### src/rtl/register_manager_pkg.sv
// register_manager_pkg: shared CPU parameters, register index and issue types, bypass hit helper
package register_manager_pkg;
  localparam int XLEN  = 32;
  localparam int NREGS = 32;
  typedef logic [4:0] reg_idx_t;
  typedef struct packed {
    reg_idx_t rs1;
    reg_idx_t rs2;
    reg_idx_t rd;
    logic     rd_v;
  } issue_t;
  // A write-back in flight on a nonzero index satisfies a reader of that index this cycle.
  function automatic logic src_hit(input logic v, input reg_idx_t wb_idx, input reg_idx_t src);
    return v & (wb_idx == src) & (src != '0);
  endfunction
endpackage

### src/rtl/register_manager_regfile.sv
// register_manager_regfile: 2-read/1-write integer register file, x0 hardwired to zero
//  clk, rst       clock, asynchronous active-high clear
//  i_we/i_wa/i_wd write enable, index, data (writes to x0 dropped)
//  i_ra1/i_ra2    combinational read indices
//  o_rd1/o_rd2    read data
module register_manager_regfile
  import register_manager_pkg::*;
(
  input  logic            clk,
  input  logic            rst,
  input  logic            i_we,
  input  logic [4:0]      i_wa,
  input  logic [XLEN-1:0] i_wd,
  input  logic [4:0]      i_ra1,
  input  logic [4:0]      i_ra2,
  output logic [XLEN-1:0] o_rd1,
  output logic [XLEN-1:0] o_rd2
);
  logic [XLEN-1:0] r_regs [NREGS];
  always_ff @(posedge clk or posedge rst) begin
    if (rst) begin
      for (int i = 0; i < NREGS; i++) r_regs[i] <= '0;
    end else if (i_we && i_wa != '0) begin
      r_regs[i_wa] <= i_wd;
    end
  end
  assign o_rd1 = (i_ra1 == '0) ? '0 : r_regs[i_ra1];
  assign o_rd2 = (i_ra2 == '0) ? '0 : r_regs[i_ra2];
endmodule

### src/rtl/register_manager.sv
// register_manager: register file + scoreboard; hazard-checked issue with write-back bypass into a 1-entry operand buffer
//  wb_result/wb_rd/wb_result_v   retiring write-back, consumed every cycle
//  id_valid/id_rs1/id_rs2/id_rd/id_rd_v, id_ready   decode issue handshake
//  flush                         clears scoreboard and operand buffer
//  op1/op2/op_rd/op_rd_v/op_v, op_ready   operand buffer to execute
module register_manager
  import register_manager_pkg::*;
(
  input  logic            clk,
  input  logic            rst,
  input  logic [XLEN-1:0] wb_result,
  input  logic [4:0]      wb_rd,
  input  logic            wb_result_v,
  input  logic            id_valid,
  input  logic [4:0]      id_rs1,
  input  logic [4:0]      id_rs2,
  input  logic [4:0]      id_rd,
  input  logic            id_rd_v,
  output logic            id_ready,
  input  logic            flush,
  output logic [XLEN-1:0] op1,
  output logic [XLEN-1:0] op2,
  output logic [4:0]      op_rd,
  output logic            op_rd_v,
  output logic            op_v,
  input  logic            op_ready
);
  issue_t          w_iss;
  logic [XLEN-1:0] w_rd1, w_rd2, w_op1, w_op2;
  logic            w_hit1, w_hit2, w_hitrd, w_hazard, w_fire, w_pop;
  logic [NREGS-1:0] r_busy, w_busy_nxt;
  logic [XLEN-1:0] r_op1, r_op2;
  logic [4:0]      r_op_rd;
  logic            r_op_rd_v, r_op_v;

  assign w_iss = '{rs1: id_rs1, rs2: id_rs2, rd: id_rd, rd_v: id_rd_v};

  register_manager_regfile u_rf (
    .clk   (clk),
    .rst   (rst),
    .i_we  (wb_result_v),
    .i_wa  (wb_rd),
    .i_wd  (wb_result),
    .i_ra1 (w_iss.rs1),
    .i_ra2 (w_iss.rs2),
    .o_rd1 (w_rd1),
    .o_rd2 (w_rd2)
  );

  assign w_hit1  = src_hit(wb_result_v, wb_rd, w_iss.rs1);
  assign w_hit2  = src_hit(wb_result_v, wb_rd, w_iss.rs2);
  assign w_hitrd = src_hit(wb_result_v, wb_rd, w_iss.rd);

  // All three indices are checked even if the instruction ignores a source; conservative but simple.
  assign w_hazard = (r_busy[w_iss.rs1] & ~w_hit1) |
                    (r_busy[w_iss.rs2] & ~w_hit2) |
                    (w_iss.rd_v & r_busy[w_iss.rd] & ~w_hitrd);
  assign id_ready = ~w_hazard & ~flush & (~r_op_v | op_ready);
  assign w_fire   = id_valid & id_ready;
  assign w_pop    = r_op_v & op_ready;

  assign w_op1 = (w_iss.rs1 == '0) ? '0 : w_hit1 ? wb_result : w_rd1;
  assign w_op2 = (w_iss.rs2 == '0) ? '0 : w_hit2 ? wb_result : w_rd2;

  // Issue set is applied after the write-back clear so a same-cycle set on the same rd wins.
  always_comb begin
    w_busy_nxt = r_busy;
    if (wb_result_v) w_busy_nxt[wb_rd] = 1'b0;
    if (w_fire && w_iss.rd_v) w_busy_nxt[w_iss.rd] = 1'b1;
    w_busy_nxt[0] = 1'b0;
    if (flush) w_busy_nxt = '0;
  end

  always_ff @(posedge clk or posedge rst) begin
    if (rst) begin
      r_busy    <= '0;
      r_op_v    <= 1'b0;
      r_op1     <= '0;
      r_op2     <= '0;
      r_op_rd   <= '0;
      r_op_rd_v <= 1'b0;
    end else begin
      r_busy <= w_busy_nxt;
      if (flush) begin
        r_op_v <= 1'b0;
      end else if (w_fire) begin
        r_op_v    <= 1'b1;
        r_op1     <= w_op1;
        r_op2     <= w_op2;
        r_op_rd   <= w_iss.rd;
        r_op_rd_v <= w_iss.rd_v;
      end else if (w_pop) begin
        r_op_v <= 1'b0;
      end
    end
  end

  assign op1     = r_op1;
  assign op2     = r_op2;
  assign op_rd   = r_op_rd;
  assign op_rd_v = r_op_rd_v;
  assign op_v    = r_op_v;
endmodule

### config.mk
export PLATFORM = sky130hd
export DESIGN_NAME = register_manager
export DESIGN_NICKNAME = d
export VERILOG_FILES = /design/src/rtl/register_manager_pkg.sv /design/src/rtl/register_manager_regfile.sv /design/src/rtl/register_manager.sv
export SDC_FILE = /design/constraint.sdc
export NUM_CORES = 2
export LEC_CHECK = 0
export CAP_MARGIN = 20
export CORE_MARGIN = 3
export CORE_UTILIZATION = 57
export CTS_CLUSTER_SIZE = 16
export DETAILED_ROUTE_END_ITERATION = 10
export MAX_ROUTING_LAYER = met4
export PLACE_DENSITY = 0.81
export REMOVE_ABC_BUFFERS = 1
export SYNTH_ARGS = -nofsm -noshare
export SYNTH_HDL_FRONTEND = slang
export SYNTH_SLANG_ARGS = --single-unit
### constraint.sdc
create_clock -name clk -period 46.1 [get_ports clk]
set_input_delay 13.83 -clock clk [delete_from_list [all_inputs] [get_ports clk]]
set_output_delay 13.83 -clock clk [all_outputs]
set_load 0.01 [all_outputs]
---- Word-level counts from Yosys, hierarchy flattened ----
Cells that the tools add are included.
word-level totals
  register bits after elaboration ......... 1127
  latch bits .............................. 0
  memory bits (writable) .................. 0
  ROM bits ................................ 0
  input bits .............................. 59
  output and inout bits ................... 72
  word-level logic and storage cells ...... 122
  memories kept ........................... 0
operators by class
  $add $sub $neg .......................... 0
  $mul .................................... 0
  div/mod/pow operators ................... 0
  order comparisons ....................... 10
  equality and inequality tests ........... 3
  shift-type cells ........................ 0
  muxes and demuxes ....................... 29
  bitwise gates (word level) .............. 29
  reduce and logical (&&, ||, !) cells .... 13
operators by type and width
  kind                number
  $bwmux 1024         1
  $mux 32             12
  $bmux 32 s5         2
  $demux 32 s5        1
  $and 32x32->32      1
  $not 32->32         1
  $or 32x32->32       1
  $lt 5x6->1 const B  4
  $reduce_bool 5->1   4
  $ge 6x6->1 const B  3
  $not 5->6           3
  $bmux 1 s5          3
  $eq 5x5->1          3
  $and 1x1->1         14
  $demux 1 s5         2
  $ge 5x1->1 const B  2
  $logic_not 5->1     2
  $mux 1              8
  $lt 6x1->1 const B  1
  $not 1->1           6
  $logic_and 1x1->1   5
  $or 1x1->1          3
  $reduce_bool 3->1   1
  $reduce_and 2->1    1

---- Depth between registers and ports, before layout ----
  depth in word-level cells ............... 14
  gate-level depth with buffers ........... 11
  gate-level depth less buffers ........... 7

---- Cells and area by module ----
Synthesis repeated with hierarchy kept, for this count alone.
unflattened totals
  cell total of the unflattened synthesis .. 4459
  area total of the unflattened synthesis .. 61307.5 um^2
by module, submodules not included
  module                    instances  cells each  area each (um^2)  sequential area each (um^2)
  register_manager_regfile  1          3797        54651.2           25624.6
  register_manager          1          662         6656.4            2552.4

---- Worst setup path before layout ----
Ideal clock, no wire load.
  path kind ............................... input to output
  start point ............................. input port id_rd[0]
  end point ............................... output port id_ready
  arrival ................................. 15595 ps
  data required time ...................... 32270 ps
  slack ................................... 16675 ps
  stages .................................. 6
  path buffers ............................ 1
  cell sequence ........................... clkbuf_1 -> mux4_2 -> a22oi_1 -> o211ai_1 -> a311o_1 -> nor3_1
between the ends
  word-level cells in the longest chain between the ends .. 9
  elaborated cells on any way between the ends .. 13
  classes of those cells .................. 1 x eq/ne; 2 x mux; 9 x bitwise; 1 x reduce/logical
RTL lines
  element                                                             RTL line                source
  start, declared                                                     register_manager.sv:17  input logic [4:0] id_rd,
  parallel branches: the longest is 4 deep, another holds $bmux 1 s5  -
  $and 1x1->1 *                                                       register_manager.sv:57  (w_iss.rd_v & r_busy[w_iss.rd] & ~w_hitrd);
  $or 1x1->1 *                                                        register_manager.sv:56  (r_busy[w_iss.rs2] & ~w_hit2) |
  $not 1->1 *                                                         register_manager.sv:58  assign id_ready = ~w_hazard & ~flush & (~r_op_v | op_ready);
  $and 1x1->1 * (2 in series)                                         register_manager.sv:58
  end, declared                                                       register_manager.sv:19  output logic id_ready,
Every way passes the cells marked *. The select of a mux whose other input is x is not followed.

---- Worst setup path after layout ----
  start point ............................. input port id_rd[1]
  end point ............................... output port id_ready
Same word-level chain as after synthesis.

==> summary.txt <==
outcome: complete, no violations
global-route wire length before repair: 247 mm
grt total ovfl: 0
post-route ant nets: 0
WL/cell: 32.0 µm
RSZ-0062 raised after global routing: no
P&R area growth vs syn: 10.6%
GRT Util Overall: 31.6%
CP max stage delay: 0.56 ns
share of layout cells above drive strength 1: 54.3%
EDFF count, synth: 0
row count: 117
final core occ: 64.1%
leak pwr: 28.1 nW
Remaining DRCs: 0
start point of the critical path: id_rd[1]
Die Ht: 329 µm
CTS root buffer: clkbuf_16
sequential element share of the synthesized area: 47.4%
number of global-route vias before repair: 38000
HP Start: u_rf.r_regs[1006]
clk buf depth: 3
initial antenna violation count: 5
Yosys reg bits: 1126
Clock Skews: 0.0283 ns
post-synth top area share: 47.4%
Clock Latency Late Sink: 0.73 ns
Slew Limit Fails: 0
1st-iter DRT viols: 4546
Vias: 36600
Fillers: 7002
crit path buf inv count: 3
Core Area: 0.103 mm²
Post-DP HPWL: 84.9 mm
crit-path cells: clkdlybuf4s50_1, buf_4, mux2_1, a222oi_1, and3_1, o211ai_1, a311o_1, nor3_1, clkdlybuf4s50_1
placed cells: 4877
drt total wl: 163 mm
Main synth FF type: dfrtp_1
Cell Area, Synth: 0.0595 mm²
Slowest-stage cell, CP: clkdlybuf4s50_1
Hold-fix buffers, CTS: 0
origin of the critical flop-to-flop path: r_busy[7]
Tcrit/Tclk final: 66.5%
Initial Util: 57.9%
top cells by area, synth: dfrtp_1, mux4_2, mux2_2
Syn Area/Cell: 15.9 µm²
Yosys top cell by area: dfrtp_1
total die area: 0.108 mm²
largest net degree at the start of global routing: 188
Post-Route Setup TNS: 0 ns
CP Launch Type: input pin
H-tree levels: 3
Non-Filler Instances: 5102
die width: 329 µm
Final setup viols: 0
delay-heaviest family, CP: buffers and inverters
most frequent cells in the layout: dfrtp_1, mux2_2, mux4_2
Max VDD drop: 34.3 µV
IO Port Bufs: 130
CP Class: in2out
ys async rst share: 100%
TritonRoute pass-1 iters: 8
Ys Warns: 0
Final Wtd Congestion: 0.918
Worst-path clk slew: 0.06 ns
FMAX: 0.0326 GHz
vias per inst: 7.18
cell mode on critical path: clkdlybuf4s50_1
Hold Fails Final Rpt: 0
Period minus WS final: 30.64 ns
Final #Nets: 3692
total I/O pin count: 131
Setup crit end kind: output port
total CTS buffers: 115
critical path fanouts, max: 34
clock sink count: 1126
leading cell type in the layout, fill and taps excluded: dfrtp_1
Crit path required time: 32.27 ns
Cells after Synth: 3732
WP data arrival: 16.81 ns
post-cts resize count: 0
PwrDens: 44.2 mW/mm²
Setup Buffers After CTS: 0
worst slew pin tran: 1.12 ns
TritonCTS clock tree: yes
Max-slew headroom: 25.4%
Netlist cell types: 55
Max-Cap Viols: 0
HP Class: reg2reg
## report_power, final
group          switching, mW  internal [mW]  total, mW
Combinational          0.231          0.399      0.630
Sequential             0.139           1.18       1.32
Clock                  0.403          0.548      0.951
## synthesized netlist by cell type (10+ instances only)
master / instances
and3_1: 19
nand2_1: 88
clkbuf_1: 299
mux4_2: 653
buf_2: 58
o22ai_1: 34
nor2_1: 21
inv_1: 70
buf_1: 73
o221ai_1: 32
a41o_1: 27
a22oi_1: 36
mux2_1: 33
mux2_2: 1043
xnor2_1: 10
nor3b_1: 24
dfrtp_1: 1126
## worst paths after layout
kind                                     end  slack [ns]  cells past startpoint
hold / removal             u_rf.r_regs[1006]        0.39                      0
hold reg to reg            u_rf.r_regs[1006]        0.39                      0
setup / recovery                    id_ready       15.46                      9
min in group asynchronous   u_rf.r_regs[726]       13.68                      2
setup reg to reg                      op1[3]       42.65                      8
max in group asynchronous   u_rf.r_regs[971]       29.10                      5
## per-stage QoR
stage                     cell area [µm²]  worst slack (ns)  total power [mW]  hold slack (ns)
after CTS                           65500             15.50              2.91            0.397
after global routing                65700             15.32              3.02            0.405
after detailed placement            61700             15.51              1.96            0.383
after global placement              61700             15.50              1.92            0.377
final                               65700             15.46              2.90            0.395
after floorplan                     57700             0.562              1.73            0.365
## metal layers
metal | vias to the layer above | share of wire, % | global-route usage (%)
met5 | - | 0 | -
met4 | 0 | 3.6 | 10.6
met3 | 398 | 11 | 7.75
met2 | 2022 | 47 | 47.2
met1 | 19900 | 39 | 43.1
li1 | 14300 | - | -
## kinds of logic after synthesis
logic type | after synthesis | synth area share, %
buffers and inverters | 510 | 3.45
AO/OA/AOI/OAI | 151 | 2.04
flip-flops | 1126 | 47.4
AND/OR/NAND/NOR | 196 | 1.71
multiplexers | 1736 | 45.2
XOR/XNOR | 13 | 0.191
## registers in the layout, summed over array words and instances (netlist names)
register and cells:
op1 32, op_v 1, op_rd_v 1, u_rf.r_regs 1024, op_rd 5, r_busy 31
op2 32
## final cells by class
class	count	area [µm²]	area share, %
Antenna cell	5	12.5	0.0190
Clock buffer	179	3450	5.25
Clock inverter	34	418	0.636
Inverter	70	270	0.411
Multi-Input combinational cell	2096	29500	44.8
Sequential cell	1126	28200	42.9
Tap cell	1368	1710	2.60
Timing Repair Buffer	224	2220	3.38
Power figures use the tool's default switching activity.
